File: config.mk
export PLATFORM = sky130hd
export DESIGN_NAME = time_entry_loader
export DESIGN_NICKNAME = d
export VERILOG_FILES = /design/src/rtl/time_entry_loader.sv
export SDC_FILE = /design/constraint.sdc
export NUM_CORES = 1
export LEC_CHECK = 0
export BUFFER_PORTS_ARGS = -buffer_cell sky130_fd_sc_hd__buf_2
export CORE_ASPECT_RATIO = 0.7
export CORE_UTILIZATION = 42
export DETAILED_ROUTE_END_ITERATION = 7
export GPL_ROUTABILITY_DRIVEN = 0
export PLACE_DENSITY = 0.66
export SYNTH_ARGS = -nofsm -noshare
export SYNTH_HDL_FRONTEND = slang
export SYNTH_SLANG_ARGS = --single-unit
File: constraint.sdc
create_clock -name clock -period 2.2 [get_ports clock]
set_input_delay 0 -clock clock [delete_from_list [all_inputs] [get_ports clock]]
set_output_delay 0 -clock clock [all_outputs]
set_load 0.1 [all_outputs]
File: src/rtl/time_entry_loader.sv
// Keypad entry of an M:SS preset, replayed serially onto the counter load bus on start.
// Optional idle-entry auto-clear is enabled by defining ENTRY_TIMEOUT_EN.
module time_entry_loader #(
    parameter int unsigned MAX_SEC_TENS   = 5,
    parameter int unsigned TIMEOUT_CYCLES = 1000
) (
    input  logic       clock,
    input  logic       clr,
    input  logic       key_valid,
    input  logic [3:0] key_digit,
    input  logic       clear_key,
    input  logic       start_key,
    input  logic       counter_busy,
    output logic [3:0] data,
    output logic       loadn,
    output logic       start_pulse,
    output logic [3:0] mins,
    output logic [3:0] sec_tens,
    output logic [3:0] sec_ones,
    output logic       entry_err
);

    localparam logic [2:0] ST_IDLE   = 3'd0;
    localparam logic [2:0] ST_ENTRY  = 3'd1;
    localparam logic [2:0] ST_LOAD_M = 3'd2;
    localparam logic [2:0] ST_LOAD_T = 3'd3;
    localparam logic [2:0] ST_LOAD_O = 3'd4;
    localparam logic [2:0] ST_DONE   = 3'd5;

    localparam logic [3:0] MAX_TENS = 4'(MAX_SEC_TENS);

    logic [2:0] state_q, state_d;
    logic [3:0] mins_q, mins_d;
    logic [3:0] sec_tens_q, sec_tens_d;
    logic [3:0] sec_ones_q, sec_ones_d;
    logic [3:0] data_q, data_d;
    logic       loadn_q, loadn_d;
    logic       start_pulse_q, start_pulse_d;
    logic       entry_err_q, entry_err_d;
    logic       timeout_hit;

`ifdef ENTRY_TIMEOUT_EN
    localparam int unsigned CNT_W = (TIMEOUT_CYCLES > 1) ? $clog2(TIMEOUT_CYCLES) : 1;

    logic [CNT_W-1:0] idle_cnt_q, idle_cnt_d;
    logic             any_key;

    // Counts quiet cycles spent in ENTRY; any strobe restarts it.
    always_comb begin
        any_key     = key_valid | start_key | clear_key;
        timeout_hit = (state_q == ST_ENTRY) && !any_key &&
                      (idle_cnt_q == CNT_W'(TIMEOUT_CYCLES - 1));
        if ((state_q != ST_ENTRY) || any_key || timeout_hit) begin
            idle_cnt_d = '0;
        end else begin
            idle_cnt_d = idle_cnt_q + 1'b1;
        end
    end

    always_ff @(posedge clock) begin
        if (clr) begin
            idle_cnt_q <= '0;
        end else begin
            idle_cnt_q <= idle_cnt_d;
        end
    end
`else
    assign timeout_hit = 1'b0;
`endif

    always_comb begin
        state_d       = state_q;
        mins_d        = mins_q;
        sec_tens_d    = sec_tens_q;
        sec_ones_d    = sec_ones_q;
        entry_err_d   = entry_err_q;
        data_d        = 4'd0;
        loadn_d       = 1'b1;
        start_pulse_d = 1'b0;

        case (state_q)
            ST_IDLE, ST_ENTRY: begin
                if (clear_key || timeout_hit) begin
                    state_d     = ST_IDLE;
                    mins_d      = 4'd0;
                    sec_tens_d  = 4'd0;
                    sec_ones_d  = 4'd0;
                    entry_err_d = 1'b0;
                end else if (counter_busy) begin
                    state_d = state_q;
                end else if (start_key) begin
                    if (state_q == ST_ENTRY) begin
                        if (sec_tens_q > MAX_TENS) begin
                            entry_err_d = 1'b1;
                        end else if ({mins_q, sec_tens_q, sec_ones_q} != 12'd0) begin
                            state_d = ST_LOAD_M;
                            data_d  = mins_q;
                            loadn_d = 1'b0;
                        end
                    end
                end else if (key_valid) begin
                    if (key_digit <= 4'd9) begin
                        mins_d      = sec_tens_q;
                        sec_tens_d  = sec_ones_q;
                        sec_ones_d  = key_digit;
                        entry_err_d = 1'b0;
                        state_d     = ST_ENTRY;
                    end else begin
                        entry_err_d = 1'b1;
                    end
                end
            end
            ST_LOAD_M, ST_LOAD_T, ST_LOAD_O: begin
                if (clear_key) begin
                    state_d     = ST_IDLE;
                    mins_d      = 4'd0;
                    sec_tens_d  = 4'd0;
                    sec_ones_d  = 4'd0;
                    entry_err_d = 1'b0;
                end else if (state_q == ST_LOAD_M) begin
                    state_d = ST_LOAD_T;
                    data_d  = sec_tens_q;
                    loadn_d = 1'b0;
                end else if (state_q == ST_LOAD_T) begin
                    state_d = ST_LOAD_O;
                    data_d  = sec_ones_q;
                    loadn_d = 1'b0;
                end else begin
                    state_d       = ST_DONE;
                    start_pulse_d = 1'b1;
                end
            end
            ST_DONE: begin
                // Start is already committed here, so clear_key has nothing to cancel.
                state_d    = ST_IDLE;
                mins_d     = 4'd0;
                sec_tens_d = 4'd0;
                sec_ones_d = 4'd0;
            end
            default: begin
                state_d = ST_IDLE;
            end
        endcase
    end

    always_ff @(posedge clock) begin
        if (clr) begin
            state_q       <= ST_IDLE;
            mins_q        <= 4'd0;
            sec_tens_q    <= 4'd0;
            sec_ones_q    <= 4'd0;
            data_q        <= 4'd0;
            loadn_q       <= 1'b1;
            start_pulse_q <= 1'b0;
            entry_err_q   <= 1'b0;
        end else begin
            state_q       <= state_d;
            mins_q        <= mins_d;
            sec_tens_q    <= sec_tens_d;
            sec_ones_q    <= sec_ones_d;
            data_q        <= data_d;
            loadn_q       <= loadn_d;
            start_pulse_q <= start_pulse_d;
            entry_err_q   <= entry_err_d;
        end
    end

    assign data        = data_q;
    assign loadn       = loadn_q;
    assign start_pulse = start_pulse_q;
    assign mins        = mins_q;
    assign sec_tens    = sec_tens_q;
    assign sec_ones    = sec_ones_q;
    assign entry_err   = entry_err_q;

endmodule

==> impl_results.md, run 1 <==
- Ant. Diodes: 0
- Pre-antenna DRT Iters: 5
- Nets@finish: 145
- Crit path max fanout: 12
- Initial Util: approximately 46%
- Avg Inst Size Synth: approximately 10 sq um
- CP Capture Type: flop
- Unique masters post-synth: 42
- Post-synth EDFFs: 0
- Post-synth ARST share: 0%
- Syn nets: about 120
- Drt via density: about 5.7
- Fmax: about 0.57 GHz
- Top post-synthesis cells by area: dfxtp_1, a22o_1, buf_6
- Synth Register Bits: 22
- Dpl cells: between 150 and 200
- CTS Sinks: 22
- DRT antenna net count: 0
- Maxcap violations: 0
- Critical path arrival: 2030 ps
- Max VDD drop: between 0.0003 and 0.0004 V
- P&R area growth vs syn: 20.86%
- Width of the die: roughly 62 um
- Sequential share of the synthesized area: a little over two fifths
- RSZ-0062 raised after global routing: no
- Num rows: 14
- PortBufs: 28
- Max-slew violation count: 0
- Reg clk slew, reported paths: 140 ps
- Global-route wire length before repair: ~4 mm
- Top-area cell type share of the netlist area: 41.95%
- DRC viols: 0
- Core footprint: approximately 2300 sq um
- TritonCTS Buffers: 3
- Gate Count Post-Synth: roughly 110
- WS Path Type: reg2reg
- Final core occ: between 50 and 60%
- Synthesized area: 1050 sq um
- Synth top cells by count: dfxtp_1, a22o_1, nor2_1
- H-tree levels: 1
- WL/cell: 14.57 um
- Via count: ~940
- Setup TNS: 0 ps
- Leak pwr: between 0.0005 and 0.0006 uW
- Post CTS Setup Buffer Count: 0
- Clk root buf: clkbuf_4
- Final Hold Fails: 0
- Full die area: 2707 sq um
- Worst-Margin Slew: 696.0 ps
- Max_slew headroom: 53.35%
- Worst skew pair latency: about 320 ps
- Finish-stage setup viols: 0
- Outcome: finished, final reports clean
- Longest Clk Path Bufs: 2
- Ys Warns: 0
- Main flop type after synthesis: dfxtp_1
- Pin count of the biggest net entering global routing: 14
- Via count of the first global-routing pass: 836
- TritonCTS clock tree: yes
- Grt ovf: 0
- Final cycle utilization of the critical path: between 80% and 90%
- Top-count cell post-synth: dfxtp_1
- Hpwl dp: between 1.5 and 2 mm
- Worst EP required: around 2500 ps
- Initial antenna violation count: 0
- Boundary Pins: 29
- Fillers: 223
- Min-Delay Path Class: in2reg
- First DRT Iteration DRCs: 37
- Pwr Density: about 650 nW/um^2
- Total track usage: approximately a fifth
- DIE HEIGHT: 43.83 um
- Skew final: about 12 ps
- Drt total wl: 2.418 mm
- Fin cells: 166
- Crit start category: flop
- Cell taking the most area after synthesis: dfxtp_1
- Share of layout cells above drive strength 1: 32.09%
- Minimum clock period: roughly 1800 ps
critical path, stage by stage (launching register included):
cell	delay, ps
dfxtp_1	600
or2_4	230
nor4_4	60
nor3_2	580
a22o_2	240
cell type report:
type	count	area, sq um	area share [%]
clock buffer	3	22.52	1.775
clock inverter	1	30.03	2.367
inverter	1	3.754	0.2959
multi-input combinational	75	551.8	43.49
sequential	22	440.4	34.71
tap	32	40.04	3.156
timing repair buffer	32	180.2	14.20
routing by layer:
metal	share of wire (%)	vias up	global-route usage [%]
met1	50	450	30.51
met3	5.6	2	6.269
met5	0	-	0
met4	0.74	0	5.333
met2	43	43	31.40
li1	-	448	-
logic make-up (layout without fill, tap and decap cells):
family / Yosys count / in the layout / synth area share, %
buf+inv: 8 / 37 / 5.959
mux: 7 / 7 / 7.270
simple gates: 37 / 37 / 21.34
xor+xnor: 1 / 1 / 0.8345
flops: 22 / 22 / 41.95
compound gates: 30 / 30 / 22.65
state kept, by name, summed over array words and instances (netlist names):
| register | cells |
|---|---|
| data | 4 |
| mins | 4 |
| sec_ones | 4 |
| sec_tens | 4 |
| state_q | 3 |
| entry_err | 1 |
| loadn | 1 |
| start_pulse | 1 |
final timing paths:
kind                            startpoint     endpoint  slack (ps)  cells past startpoint
worst min-delay path             clear_key  sec_ones[0]          80                      4
worst min register to register     mins[2]      mins[2]         550                      1
worst max-delay path            state_q[2]  sec_tens[2]         430                      4
worst max register to register  state_q[2]  sec_tens[2]         430                      4
cells in the final DEF, fill, tap and decap left out, types with 2 or more instances in the layout:
master,instances
a22o_1,10
buf_2,28
dlygate4sd3_1,4
or3_1,2
nor2b_1,3
nor3b_1,2
a22oi_1,4
nor4_1,3
mux2_2,4
nor3_1,2
dfxtp_1,22
nor2_1,10
a21oi_1,4
nand2_1,3
clkbuf_4,3
mux2i_1,2
repair_timing:
action,4_1_cts,5_1_grt
endpoints found under the setup margin,0,11
gates resized for setup,0,1
hold buffers,4,0
endpoints found under the hold margin,5,0
report_power, final:
part	switching [uW]	total [uW]	internal (uW)
logic	61.6	98.3	36.7
registers	7.84	411	403
clock network	135	319	184
total	204	828	624
through the flow:
stage	cell area [sq um]	worst slack [ps]	total power, uW	hold WS (ps)
detailed placement	1171	139.8	510.9	241.9
floorplan	1050	127.7	492.9	69.07
CTS	1264	85.72	828.9	58.59
global route	1269	298.9	856.8	90.08
finish	1269	433.0	828.2	76.90
global placement	1171	189.2	510.3	236.6
Power figures use the tool's default switching activity.
==> run 2, diff against run 1 <==
clock period = 1.7 ns   (was 2.2 ns; I/O delays follow)
==> run 2 against run 1 <==
Net effect:
- power grew 15%
- global-route usage shrank 1.3 points
- combinational power grew 38%
- largest cell class unchanged
- largest power group unchanged
- highest routed layer is now met3
==> impl_results.md, run 2 (same netlist as run 1, synthesis figures left out) <==
- Max-slew violation count: 0
- Via count: around 930
- Final Hold Fails: 0
- Pre-antenna DRT Iters: 4
- CP Capture Type: flop
- Pwr Density: around 720 nW/um^2
- Final core occ: between 50% and 60%
- Dpl cells: 163
- Width of the die: between 60 and 70 um
- Full die area: about 2700 sq um
- Num rows: 14
- Initial antenna violation count: 0
- Pin count of the biggest net entering global routing: 13
- Reg clk slew, reported paths: around 120 ps
- First DRT Iteration DRCs: 34
- DIE HEIGHT: around 44 um
- Critical R2R Launch: state_q[2]
- Most frequent cells in the layout: buf_2, dfxtp_2, a22o_1, nor2_1, dfxtp_1
- Via count of the first global-routing pass: ~850
- WL/cell: 13.84 um
- Worst EP required: roughly 1900 ps
- Final cycle utilization of the critical path: 95.81%
- WS Path Type: reg2reg
- Finish-stage setup viols: 0
- Global-route wire length before repair: between 3 and 4 mm
- Hpwl dp: roughly 1.8 mm
- Fin Hold WS: around 66 ps
- Post CTS Setup Buffer Count: 0
- Outcome: finished, final reports clean
- TritonCTS Buffers: 3
- Total track usage: 20.04%
- Crit path max fanout: 8
- Minimum clock period: between 1500 and 2000 ps
- Fillers: 196
- Ant. Diodes: 0
- Leak pwr: approximately 0.0006 uW
- DRC viols: 0
- Worst skew pair latency: just over 300 ps
- Crit. Startpoint: state_q[2]
- Critical path arrival: 1840 ps
- Boundary Pins: 29
- Fmax: between 0.6 and 0.7 GHz
- RSZ-0062 raised after global routing: no
- Commonest non-fill, non-tap cell in the layout: buf_2
- Min-Delay Path Class: in2reg
- Drt via density: around 5.4
- Core footprint: between 2000 and 2500 sq um
- Maxcap violations: 0
- H-tree levels: 1
- Crit start category: flop
- Fin cells: ~170
- Worst min-delay path startpoint: key_digit[0]
- Nets@finish: 150
- Worst-Margin Slew: a little over 600 ps
- Drt total wl: approximately 2.4 mm
- Share of layout cells above drive strength 1: a little under half
- Initial Util: approximately 46%
- Max VDD drop: approximately 0.00050 V
- Grt ovf: 0
- Longest Clk Path Bufs: 2
- DRT antenna net count: 0
- CTS Sinks: 22
- Setup TNS: 0 ps
- Clk root buf: clkbuf_4
- TritonCTS clock tree: yes
- Skew final: about 5.6 ps
- Max_slew headroom: 58.85%
- P&R area growth vs syn: 25.63%
- PortBufs: 28
==> run 2: changes by cell type in the layout (fill, tap and decap cells not counted), sizes merged <==
cell	change
buf	+5
bufinv	-1
clkbuf	+1
==> run 2: per-stage QoR <==
step / cell area (sq um) / setup slack [ps] / power (uW)
2_1_floorplan: 1065 / 14.77 / 638.1
3_3_place_gp: 1224 / -36.83 / 665.3
3_5_place_dp: 1224 / -74.71 / 666.3
4_1_cts: 1305 / 59.91 / 960.8
5_1_grt: 1319 / 3.192 / 996.7
6_report: 1319 / 71.24 / 955.4
==> run 2: what timing repair did <==
action / 4_1_cts / 5_1_grt
gates resized for setup: 1 / 3
endpoints found under the hold margin: 5 / 0
endpoints found under the setup margin: 11 / 12
hold buffers: 4 / 0
==> run 2: worst paths after layout <==
path,end,slack (ps),depth (start not counted)
max,state_q[0],70,4
min,sec_ones[0],70,4
min reg2reg,sec_ones[1],520,1
max reg2reg,state_q[0],70,4
==> run 2: worst max-delay path, cell delays in order, from the launching register on <==
cell and delay, ps:
dfxtp_1 370, buf_4 180, or3_1 390, a31oi_1 250, mux2_1 350
==> run 2: cell type report <==
type                            count  area, sq um  area share (%)
Sequential cell                    22        455.4           34.54
Inverter                            1        3.754          0.2846
Multi-Input combinational cell     75        565.5           42.88
Clock buffer                        4        36.28           2.751
Tap cell                           32        40.04           3.036
Timing Repair Buffer               37        217.7           16.51
==> run 2: per-layer routing <==
layer	wire (um)	GRT usage, %	part of all wire (%)	vias to the layer above
met5	0	0	0	-
met4	0	4.889	0	0
met3	90	5.373	3.8	0
met2	1022	27.74	43	23
met1	1253	30.57	53	438
li1	-	-	-	466
==> run 2: report_power, final <==
| part | total (uW) | switching, uW | internal, uW |
|---|---|---|---|
| sequential | 528 | 6.18 | 522 |
| clock | 291 | 160 | 131 |
| combinational | 136 | 83.8 | 52.6 |
| total | 955 | 250 | 705 |
==> run 3, diff against run 2 <==
CORE_UTILIZATION = 45   (was 42)
PLACE_DENSITY = 0.7   (was 0.66)
SKIP_LAST_GASP = 1   (was unset)
==> run 3 against run 2 <==
Net effect:
- via count is 0.43% lower
- sequential power about the same
- critical path depth did not move
- setup slack gained 15 ps
- flip-flop and latch count did not move
- sequential share of layout area is the same
- register-to-register slack better by 20 ps
- clock power is essentially flat
- final area unchanged
- global-route usage up 1.4 points
- largest power group unchanged
==> impl_results.md, run 3 (same netlist as run 1, synthesis figures left out) <==
- Critical path arrival: ~1800 ps
- TritonCTS Buffers: 3
- Num rows: 14
- Critical Path Slowest Stage Cell: or3_1
- Fillers: about 220
- Finish-stage setup viols: 0
- CP max stage delay: ~400 ps
- Grt ovf: 0
- Drt total wl: 2.422 mm
- Ant. Diodes: 0
- Pwr Total: ~960 uW
- Min-Delay Path Class: in2reg
- TritonCTS clock tree: yes
- Pin count of the biggest net entering global routing: 13
- Worst skew pair latency: between 300 and 400 ps
- DIE HEIGHT: ~42 um
- WS Path Type: reg2reg
- Setup TNS: 0 ps
- Fmax: a little over 0.6 GHz
- Share of layout cells above drive strength 1: between 40 and 50%
- Max_slew headroom: about three fifths
- Dpl cells: 163
- Width of the die: 59.73 um
- WL/cell: approximately 14 um
- Met3 global-route usage: around 5.6%
- Initial antenna violation count: 0
- Nets@finish: 150
- Worst-Margin Slew: about 600 ps
- Full die area: 2533 sq um
- Routing usage on met2: 28.44%
- Total track usage: 21.47%
- PortBufs: 28
- Pwr Density: a little over 700 nW/um^2
- Worst-path cell chain: buf_4, or3_1, a31oi_2, mux2_1
- CTS Sinks: 22
- Clk root buf: clkbuf_4
- DRT antenna net count: 0
- Initial Util: between 40 and 50%
- Core footprint: ~2200 sq um
- Reg clk slew, reported paths: about 120 ps
- Fin cells: approximately 170
- Pre-antenna DRT Iters: 6
- First DRT Iteration DRCs: 42
- Most frequent cells in the layout: buf_2, dfxtp_2, a22o_1, nor2_1, dfxtp_1
- Final cycle utilization of the critical path: ~95%
- RSZ-0062 raised after global routing: no
- Global-route wire length before repair: about 3.9 mm
- Via count of the first global-routing pass: ~800
- Crit start category: flop
- Fin worst setup slack: around 87 ps
- Minimum clock period: between 1500 and 2000 ps
- Drt via density: 5.398
- Commonest non-fill, non-tap cell in the layout: buf_2
- CP Capture Type: flop
- Leak pwr: between 0.0005 and 0.0006 uW
- Fin Hold WS: 58.37 ps
- Skew final: 1.533 ps
- Max-slew violation count: 0
- Worst EP required: about 1900 ps
- Final Hold Fails: 0
- Longest Clk Path Bufs: 2
- Boundary Pins: 29
- GRT Max-Usage Layer: met1
- Routing usage on met1: 33.08%
- Max VDD drop: roughly 0.0004 V
- DRC viols: 0
- Via count: 923
- Crit path max fanout: 8
- P&R area growth vs syn: 25.63%
- Delay-heaviest family, CP: simple AND/OR/NAND/NOR gates
- Hpwl dp: 1.727 mm
- H-tree levels: 1
- Post CTS Setup Buffer Count: 0
- Maxcap violations: 0
- Post-place setup slack: -42.11 ps
- Outcome: finished, final reports clean
- Bufs and invs on worst path: 1
## run 3: layer usage
layer | up-vias | routed length [um]
met5 | - | 0
met4 | 0 | 18
met3 | 2 | 105
met2 | 25 | 1053
met1 | 434 | 1244
li1 | 462 | -
## run 3: metrics by stage
| step | area, sq um | util, % |
|---|---|---|
| after floorplan | 1065 | - |
| after global placement | 1224 | 56.34 |
| after detailed placement | 1224 | 56.34 |
| after CTS | 1305 | 60.08 |
| after global routing | 1319 | 60.71 |
| final | 1319 | 60.71 |
## run 3: path summary, 6_finish.rpt
| path | startpoint | to | slack (ps) | cells after the start |
|---|---|---|---|---|
| worst max-delay path | state_q[2] | state_q[0] | 90 | 4 |
| worst max register to register | state_q[2] | state_q[0] | 90 | 4 |
| worst min register to register | mins[3] | mins[3] | 530 | 1 |
| worst min-delay path | key_digit[0] | sec_ones[0] | 60 | 4 |
## run 3: cell type report
cell class / count / area, sq um / share of cell area, %
Clock buffer: 4 / 36.28 / 2.751
Inverter: 1 / 3.754 / 0.2846
Multi-Input combinational cell: 75 / 565.5 / 42.88
Sequential cell: 22 / 455.4 / 34.54
Tap cell: 32 / 40.04 / 3.036
Timing Repair Buffer: 37 / 217.7 / 16.51
## run 3: timing repair
action                     in CTS  in global routing
pin swaps                       0                  0
hold endpoints to repair        5                  0
setup endpoints to repair      11                 12
resized for setup               1                  3
cloned                          0                  0
hold buffers                    4                  0
## run 3: power by group
group | total [uW] | internal, uW | switching, uW
clock network | 293 | 131 | 162
registers | 527 | 522 | 5.71
logic | 139 | 52.9 | 86.1
total | 960 | 706 | 254
## run 3: worst register-to-register path: cells and delay by family (launching register included)
kind	cells	cell delay, ps
flops	1	380
buf+inv	1	180
simple gates	1	410
compound gates	1	220
mux	1	340
